**config.mk**
```make
export PLATFORM = sky130hd
export DESIGN_NAME = rv_commit_tracer
export DESIGN_NICKNAME = d
export VERILOG_FILES = /design/src/rtl/rv_commit_tracer.sv
export SDC_FILE = /design/constraint.sdc
export NUM_CORES = 2
export LEC_CHECK = 0
export BUFFER_PORTS_ARGS = -buffer_cell sky130_fd_sc_hd__buf_2
export CAP_MARGIN = 0
export CORE_MARGIN = 2
export CORE_UTILIZATION = 26
export CTS_CLUSTER_DIAMETER = 80
export DETAILED_ROUTE_END_ITERATION = 7
export GPL_ROUTABILITY_DRIVEN = 0
export PLACE_DENSITY = 0.38
export SLEW_MARGIN = 5
export SYNTH_ARGS = -nofsm -noshare
export SYNTH_HDL_FRONTEND = slang
export SYNTH_SLANG_ARGS = --single-unit
export TNS_END_PERCENT = 10
```
**constraint.sdc**
```tcl
create_clock -name clk -period 8.9 [get_ports clk]
set_input_delay 1.78 -clock clk [delete_from_list [all_inputs] [get_ports clk]]
set_output_delay 1.78 -clock clk [all_outputs]
set_load 0.01 [all_outputs]
```
**src/rtl/rv_commit_tracer.sv**
```systemverilog
// Commit-trace capture unit: one entry per retired instruction goes into a circular buffer.
// Capture stops on a cycle limit, a self-loop, ECALL/EBREAK or a full buffer; a show-ahead port drains it.
module rv_commit_tracer #(
  parameter int XLEN        = 32,
  parameter int DEPTH       = 16,
  parameter int MAX_COMMITS = 75,
  parameter int LOOP_LIMIT  = 4,
  parameter int WRAP_MODE   = 0
) (
  input  logic                     clk,
  input  logic                     rst_n,
  input  logic                     start,
  input  logic                     commit_valid,
  input  logic [XLEN-1:0]          commit_pc,
  input  logic [31:0]              commit_instr,
  input  logic [4:0]               commit_rd,
  input  logic [XLEN-1:0]          commit_wb_data,
  input  logic                     commit_reg_write,
  input  logic                     commit_mem_write,
  output logic                     rd_valid,
  input  logic                     rd_ready,
  output logic [XLEN-1:0]          rd_pc,
  output logic [31:0]              rd_instr,
  output logic [XLEN-1:0]          rd_wb_data,
  output logic [4:0]               rd_rd,
  output logic [1:0]               rd_flags,
  output logic [1:0]               state,
  output logic [15:0]              commit_count,
  output logic [$clog2(DEPTH):0]   entry_count,
  output logic [15:0]              dropped,
  output logic [2:0]               halt_reason,
  output logic                     done
);
  localparam int AW = $clog2(DEPTH);
  localparam int CW = AW + 1;

  typedef enum logic [1:0] {S_IDLE, S_CAPTURE, S_DRAIN, S_DONE} state_t;

  state_t           state_q;
  logic [AW-1:0]    wr_ptr, rd_ptr;
  logic [CW-1:0]    count_q, count_next;
  logic [15:0]      run_q, run_next, cc_next;
  logic [XLEN-1:0]  prev_pc;
  logic             have_prev;
  logic [2:0]       halt_code;
  logic             push, pop, full, overwrite, is_sys;

  logic [XLEN-1:0]  mem_pc   [DEPTH];
  logic [31:0]      mem_inst [DEPTH];
  logic [XLEN-1:0]  mem_wb   [DEPTH];
  logic [4:0]       mem_rd   [DEPTH];
  logic [1:0]       mem_fl   [DEPTH];

  // Handshake: an entry leaves the buffer on any cycle where rd_valid and rd_ready are both high.
  assign rd_valid  = (count_q != '0);
  assign pop       = rd_valid && rd_ready;
  assign push      = (state_q == S_CAPTURE) && commit_valid;
  assign full      = (count_q == CW'(DEPTH));
  assign overwrite = push && !pop && full && (WRAP_MODE != 0);
  assign is_sys    = (commit_instr == 32'h0000_0073) || (commit_instr == 32'h0010_0073);
  assign run_next  = (have_prev && commit_pc == prev_pc) ? run_q + 16'd1 : 16'd1;
  assign cc_next   = commit_count + 16'd1;

  always_comb begin
    count_next = count_q;
    if (push && !pop && !overwrite) count_next = count_q + CW'(1);
    else if (pop && !push)          count_next = count_q - CW'(1);
  end

  always_comb begin
    halt_code = 3'd0;
    if (is_sys)                                             halt_code = 3'd3;
    else if (run_next == 16'(LOOP_LIMIT))                   halt_code = 3'd2;
    else if (cc_next == 16'(MAX_COMMITS))                   halt_code = 3'd1;
    else if (WRAP_MODE == 0 && count_next == CW'(DEPTH))    halt_code = 3'd4;
  end

  // Buffer contents are never reset; only pointers and counts decide what is valid.
  always_ff @(posedge clk) begin
    if (push) begin
      mem_pc[wr_ptr]   <= commit_pc;
      mem_inst[wr_ptr] <= commit_instr;
      mem_wb[wr_ptr]   <= commit_wb_data;
      mem_rd[wr_ptr]   <= commit_rd;
      mem_fl[wr_ptr]   <= {commit_mem_write, commit_reg_write};
    end
  end

  always_ff @(posedge clk or negedge rst_n) begin
    if (!rst_n) begin
      state_q      <= S_IDLE;
      wr_ptr       <= '0;
      rd_ptr       <= '0;
      count_q      <= '0;
      commit_count <= '0;
      dropped      <= '0;
      halt_reason  <= '0;
      run_q        <= '0;
      prev_pc      <= '0;
      have_prev    <= 1'b0;
      done         <= 1'b0;
    end else if (start && (state_q == S_IDLE || state_q == S_DONE)) begin
      state_q      <= S_CAPTURE;
      wr_ptr       <= '0;
      rd_ptr       <= '0;
      count_q      <= '0;
      commit_count <= '0;
      dropped      <= '0;
      halt_reason  <= '0;
      run_q        <= '0;
      prev_pc      <= '0;
      have_prev    <= 1'b0;
      done         <= 1'b0;
    end else begin
      if (push) begin
        wr_ptr       <= wr_ptr + AW'(1);
        commit_count <= cc_next;
        run_q        <= run_next;
        prev_pc      <= commit_pc;
        have_prev    <= 1'b1;
      end
      if (pop || overwrite) rd_ptr <= rd_ptr + AW'(1);
      if (overwrite && dropped != 16'hFFFF) dropped <= dropped + 16'd1;
      count_q <= count_next;
      case (state_q)
        S_CAPTURE: if (push && halt_code != 3'd0) begin
          halt_reason <= halt_code;
          state_q     <= S_DRAIN;
        end
        S_DRAIN: if (count_next == '0) begin
          state_q <= S_DONE;
          done    <= 1'b1;
        end
        default: ;
      endcase
    end
  end

  assign state       = state_q;
  assign entry_count = count_q;
  assign rd_pc       = mem_pc[rd_ptr];
  assign rd_instr    = mem_inst[rd_ptr];
  assign rd_wb_data  = mem_wb[rd_ptr];
  assign rd_rd       = mem_rd[rd_ptr];
  assign rd_flags    = mem_fl[rd_ptr];
endmodule

```
# After elaboration in Yosys (flattened, before gate mapping)
# Memories as Yosys holds them, arrays and structs flattened.
# Cells that the tools add are included.
[op_classes]
addsub = 6
n_eq_ne = 11
reduce_logical = 25
mux = 32
[ops]
columns = ["operator", "count"]
rows = [
  ["$mux 16", 5],
  ["$mux 32", 2],
  ["$add 16x1->16 const B", 2],
  ["$eq 32x21->1 const B", 1],
  ["$eq 32x32->1", 1],
  ["$eq 32x7->1 const B", 1],
  ["$mux 3", 7],
  ["$eq 16x3->1 const B", 1],
  ["$eq 16x7->1 const B", 1],
  ["$mux 4", 4],
  ["$mux 5", 3],
  ["$reduce_bool 2->1", 6],
  ["$add 4x1->4 const B", 2],
  ["$logic_and 1x1->1", 7],
  ["$mux 1", 7],
  ["$mux 2", 3],
  ["$reduce_bool 3->1", 2],
  ["$add 5x1->5 const B", 1],
  ["$eq 5x5->1 const B", 1],
  ["$logic_not 5->1", 1],
  ["$reduce_bool 5->1", 1],
  ["$sub 5x1->5 const B", 1],
  ["$eq 2x2->1 const B", 2],
  ["$pmux 2 s2", 1],
  ["other kinds (8)", 11],
]
[totals]
memories = 5
elab_cells = 89
in_bits = 108
mem_bits_rw = 1648
ff_bits = 84
[memory_table]
columns = ["memory", "words", "word_bits", "rd", "rd_ports_with_merged_regs", "wr", "line_no", "rtl"]
rows = [
  ["mem_inst", 16, 32, 1, 0, 1, "49", "logic [31:0] mem_inst [DEPTH];"],
  ["mem_pc", 16, 32, 1, 0, 1, "48", "logic [XLEN-1:0] mem_pc [DEPTH];"],
  ["mem_wb", 16, 32, 1, 0, 1, "50", "logic [XLEN-1:0] mem_wb [DEPTH];"],
  ["mem_rd", 16, 5, 1, 0, 1, "51", "logic [4:0] mem_rd [DEPTH];"],
  ["mem_fl", 16, 2, 1, 0, 1, "52", "logic [1:0] mem_fl [DEPTH];"],
]

# Longest topological paths before layout
[depth]
depth_word = 16
ltp_mapped = 11

# Least setup slack after synthesis
# OpenSTA, ideal clock, no wires.
[synth_timing]
path_kind = "input to register"
start = "input port commit_valid"
end = "memory mem_fl[10][0], enable pin"
setup_slack_ps = 3584
path_stages = 4
arrival_ps = 4843
n_path_buf = 1
path_cell_list = "nand2_1 -> clkbuf_1 -> nor3b_1 -> and2_1"
[synth_between]
elab_chain_cells = 3
[synth_lines]
columns = ["item", "line_no", "rtl"]
rows = [
  ["start: declaration", "13", "input logic commit_valid,"],
  ["$logic_and 1x1->1", "57", "assign push = (state_q == S_CAPTURE) && commit_valid;"],
  ["$mux 1", "80", "if (push) begin"],
  ["$mux 1 (not written as such)", "85", "mem_fl[wr_ptr] <= {commit_mem_write, commit_reg_write};"],
  ["end: declaration", "52", ""],
]
# Every way passes these cells.

# Final worst setup path
[layout_timing]
start = "register rd_ptr[0]"
end = "output port rd_wb_data[17]"
[layout_between]
elab_chain_cells = 1
[layout_lines]
columns = ["item", "line_no", "rtl"]
rows = [
  ["start: declaration", "40", "logic [AW-1:0] wr_ptr, rd_ptr;"],
  ["start signal: assignment", "122", "if (pop || overwrite) rd_ptr <= rd_ptr + AW'(1);"],
  ["$mem_v2 16x32", "n/a", ""],
  ["end: declaration", "24", "output logic [XLEN-1:0] rd_wb_data,"],
]
# Every way passes these cells.

==> results.rst <==
.. list-table::
   :header-rows: 1

   * - Metric
     - Value
   * - Routed length on met2
     - 87700 µm
   * - DRT met1 WL
     - 84500 µm
   * - Clock root cell
     - clkbuf_16
   * - Routed vias/inst
     - 4.58
   * - Sequential share of power
     - 42.3%
   * - Leading cell type by number of instances after synthesis
     - edfxtp_1
   * - Setup repair after global routing missed its margin
     - no
   * - Max transition margin
     - 23.3%
   * - Yosys top cell area share
     - 74.2%
   * - Most frequent cells after synthesis
     - 1648 x edfxtp_1, 515 x mux4_2, 101 x nand2_1, 94 x clkbuf_1, 84 x dfrtp_1
   * - Slowest stage delay, CP
     - 0.80 ns
   * - Highest Signal Layer
     - met5
   * - Core region area
     - 255000 µm²
   * - Worst-margin pin slew
     - 1.15 ns
   * - Int Power
     - 16.0 mW
   * - Quantity of I/O buffers inserted on ports
     - 238
   * - Crit Path Class
     - flip-flop to output port
   * - Worst ir drop on vdd
     - 0.234 mV
   * - Worst Hold Path Cells
     - 1
   * - CP delay by family, top
     - buffers and inverters
   * - Fin crit share
     - 66.4%
   * - Routed wire per std cell
     - 27.4 µm
   * - Number of endpoints failing setup at the final stage
     - 0
   * - Synthesis-to-finish area growth
     - 17.5%
   * - Synth Cell Area
     - 66700 µm²
   * - Die Y
     - 511 µm
   * - Share of the yosys chip area belonging to registers
     - 77.3%
   * - Global Route Usage Sum
     - 14.2%
   * - Switching component of the power
     - 6.21 mW
   * - Run status
     - finished, final reports clean
   * - Setup crit start kind
     - flip-flop
   * - First-pass GRT wire length
     - 262000 µm
   * - Average cell area after synthesis
     - 23.1 µm²
   * - Cell area after layout
     - 78400 µm²
   * - Detailed-routed wire length on met3
     - 9290 µm
   * - DR pass1 iterations
     - 5
   * - Net switching fraction of the power
     - 27.9%
   * - Leakage component of the power
     - 24.2 nW
   * - DRC Markers
     - 0
   * - Number of placed I/O pins
     - 255
   * - Number of buffers inserted for hold repair after clock tree synthesis
     - 0
   * - Worst-case setup slack after placement
     - 3.69 ns
   * - Power density of the placed cells
     - 283 nW/µm²
   * - Number of max-slew violations in the final report
     - 0
   * - Fraction of layout instances using a drive strength above 1
     - 32.4%
   * - Multi-input logic area
     - 14500 µm²
   * - Async set-or-reset flop fraction in the synthesized netlist
     - 4.85%
   * - Seq cells post-synth
     - 1732
   * - Fin nets
     - 3353
   * - Hold violation count in the final report
     - 0
   * - Number of gates given a new drive strength after cts
     - 0
   * - Count of unique library cells instantiated by Yosys
     - 64
   * - Iter 0 DRT Violations
     - 2508
   * - Slack of the critical path
     - 2.99 ns
   * - Post-synthesis instance total
     - 2888
   * - Clock tree from TritonCTS
     - built
   * - Count of flip-flops with a built-in enable after synthesis
     - 1648
   * - Horizontal die dimension
     - 511 µm
   * - Setup Fix Bufs, Post-CTS
     - 0
   * - Vias in the first global route
     - 33547
   * - Standard cell with the maximum stage delay on the critical path
     - dfrtp_4
   * - Final sum of negative setup slack
     - 0 ns
   * - Combinational cell fraction of total power
     - 22.5%
   * - CP Capture Type
     - output port
   * - Clock transition at the register clock pins on the worst setup and hold paths after CTS
     - 0.06 ns
   * - Cell accounting for the most synthesized area
     - edfxtp_1
   * - Starting density of the core
     - 26.2%
   * - Total clock sinks
     - 1732
   * - Depth of the most critical reg-to-reg path
     - 7
   * - Global-route congestion overflow total
     - 0
   * - Reported max-cap violation count
     - 0
   * - Required time at the endpoint of the critical path
     - 7.12 ns
   * - Cts bufs inserted
     - 200
   * - Maximum number of pins on one net before global-route repair
     - 138
   * - Highest Clock Rate
     - 169 MHz
   * - Series of cell instances along the critical path
     - buf_12 -> buf_4 -> mux4_2 -> mux4_2 -> buf_2
   * - CTS H-tree lvls
     - 4
   * - Primary FF master, synth
     - edfxtp_1
   * - Type of the most critical hold path
     - flip-flop to flip-flop
   * - Count of buffering cells on the critical path with inverters included
     - 3
   * - Wirelength, routed
     - 185000 µm
   * - Logic depth of the worst path, buffers included
     - 5
   * - Final Skew
     - 0.0430 ns
   * - Detailed Place HPWL
     - 90500 µm
   * - Worst-Skew Late Latency
     - 0.84 ns
   * - Fillers
     - 24523
   * - Cell types occupying the most area after synthesis
     - edfxtp_1 74%, mux4_2 17%, dfrtp_1 3.2%
   * - Arrival time of data at the critical path endpoint
     - 4.13 ns
   * - Maximum root-to-sink buffer count
     - 3
   * - Via count of the routed design
     - 30963
   * - Clock share of power
     - 35.1%
   * - Total number of placement rows
     - 185
   * - Number of antenna violations at the first check in global routing
     - 49
   * - DRT antenna net count
     - 0
   * - Synth warn
     - 0
   * - Crit Path Max Fanout
     - 42
   * - Storage element area
     - 51600 µm²
   * - Final critical-path required period
     - 5.91 ns
   * - Final Total Pwr
     - 22.2 mW
   * - Floorplan die area
     - 261000 µm²
   * - Cell repeated most along the worst path
     - mux4_2
   * - Post-place instance area
     - 72200 µm²
==> cell families (layout without fill, tap and decap cells) <==
family,Yosys count,in the layout,synth area share (%)
simple gates,282,282,2.12
buf+inv,176,666,1.08
xor+xnor,59,59,0.775
other cells,1,23,0.00562
fa+ha+maj,13,13,0.244
compound gates,108,108,1.03
flops,1732,1732,77.3
mux,517,517,17.4
==> power by group through the flow <==
| stage | Clock, mW | Combinational [mW] | Sequential, mW |
|---|---|---|---|
| detailed placement | 0 | 5.22 | 9.58 |
| global placement | 0 | 5.24 | 9.58 |
| global route | 8.38 | 5.44 | 9.44 |
| floorplan | 0 | 3.40 | 9.47 |
| finish | 7.80 | 5.00 | 9.40 |
| CTS | 8.08 | 5.24 | 9.41 |
==> per-stage QoR <==
step / std cells / hold WS [ns] / utilization [%]
after global placement: 6396 / 0.473 / 28.4
after floorplan: 2903 / 0.466 / -
after detailed placement: 6396 / 0.494 / 28.4
after global routing: 6760 / 0.548 / 30.8
final: 6766 / 0.513 / 30.8
after CTS: 6759 / 0.511 / 30.8
==> cell usage in the layout (no fill, tap or decap), types with 16 or more instances in the layout <==
cell / count
a21oi_1: 50
buf_12: 21
buf_2: 237
buf_4: 26
clkbuf_1: 52
clkbuf_16: 201
clkinv_1: 49
clkinv_2: 23
conb_1: 16
dfrtp_1: 80
edfxtp_1: 1648
inv_1: 19
mux4_2: 515
nand2_1: 100
nor2_1: 64
nor3_1: 17
o21ai_0: 22
xor2_1: 45
==> registers in the layout, summed over array words and instances, names as in the netlist <==
name          cells
have_prev         1
mem_pc          512
wr_ptr            4
done              1
mem_wb          512
commit_count     16
mem_rd           80
rd_ptr            4
mem_inst        512
prev_pc          32
entry_count       5
halt_reason       3
run_q            16
mem_fl           32
state             2
==> layer usage <==
metal	vias up	global-route usage, %
met5	-	0
met4	50	3.39
met3	302	3.09
met2	632	22.7
met1	17054	19.7
li1	12925	-
==> cell type report <==
| cell class | count | share of cell area [%] |
|---|---|---|
| clock buffers | 253 | 6.66 |
| inverters | 19 | 0.0910 |
| multi-input cells | 995 | 18.5 |
| repair buffers | 284 | 2.30 |
| diodes | 7 | 0.0223 |
| flip-flops and latches | 1732 | 65.8 |
| clock inverters | 110 | 1.21 |
| well taps | 3366 | 5.37 |
==> path summary, 6_finish.rpt <==
check / startpoint / to / slack, ns
worst max register to register: state[1] / mem_wb[2][1] / 5.08
worst max-delay path: rd_ptr[0] / rd_wb_data[17] / 2.99
max in group asynchronous: rst_n / prev_pc[3] / 6.76
worst min-delay path: run_q[15] / run_q[15] / 0.51
worst min register to register: run_q[15] / run_q[15] / 0.51
min in group asynchronous: rst_n / commit_count[15] / 0.92
Power figures use the tool's default switching activity.
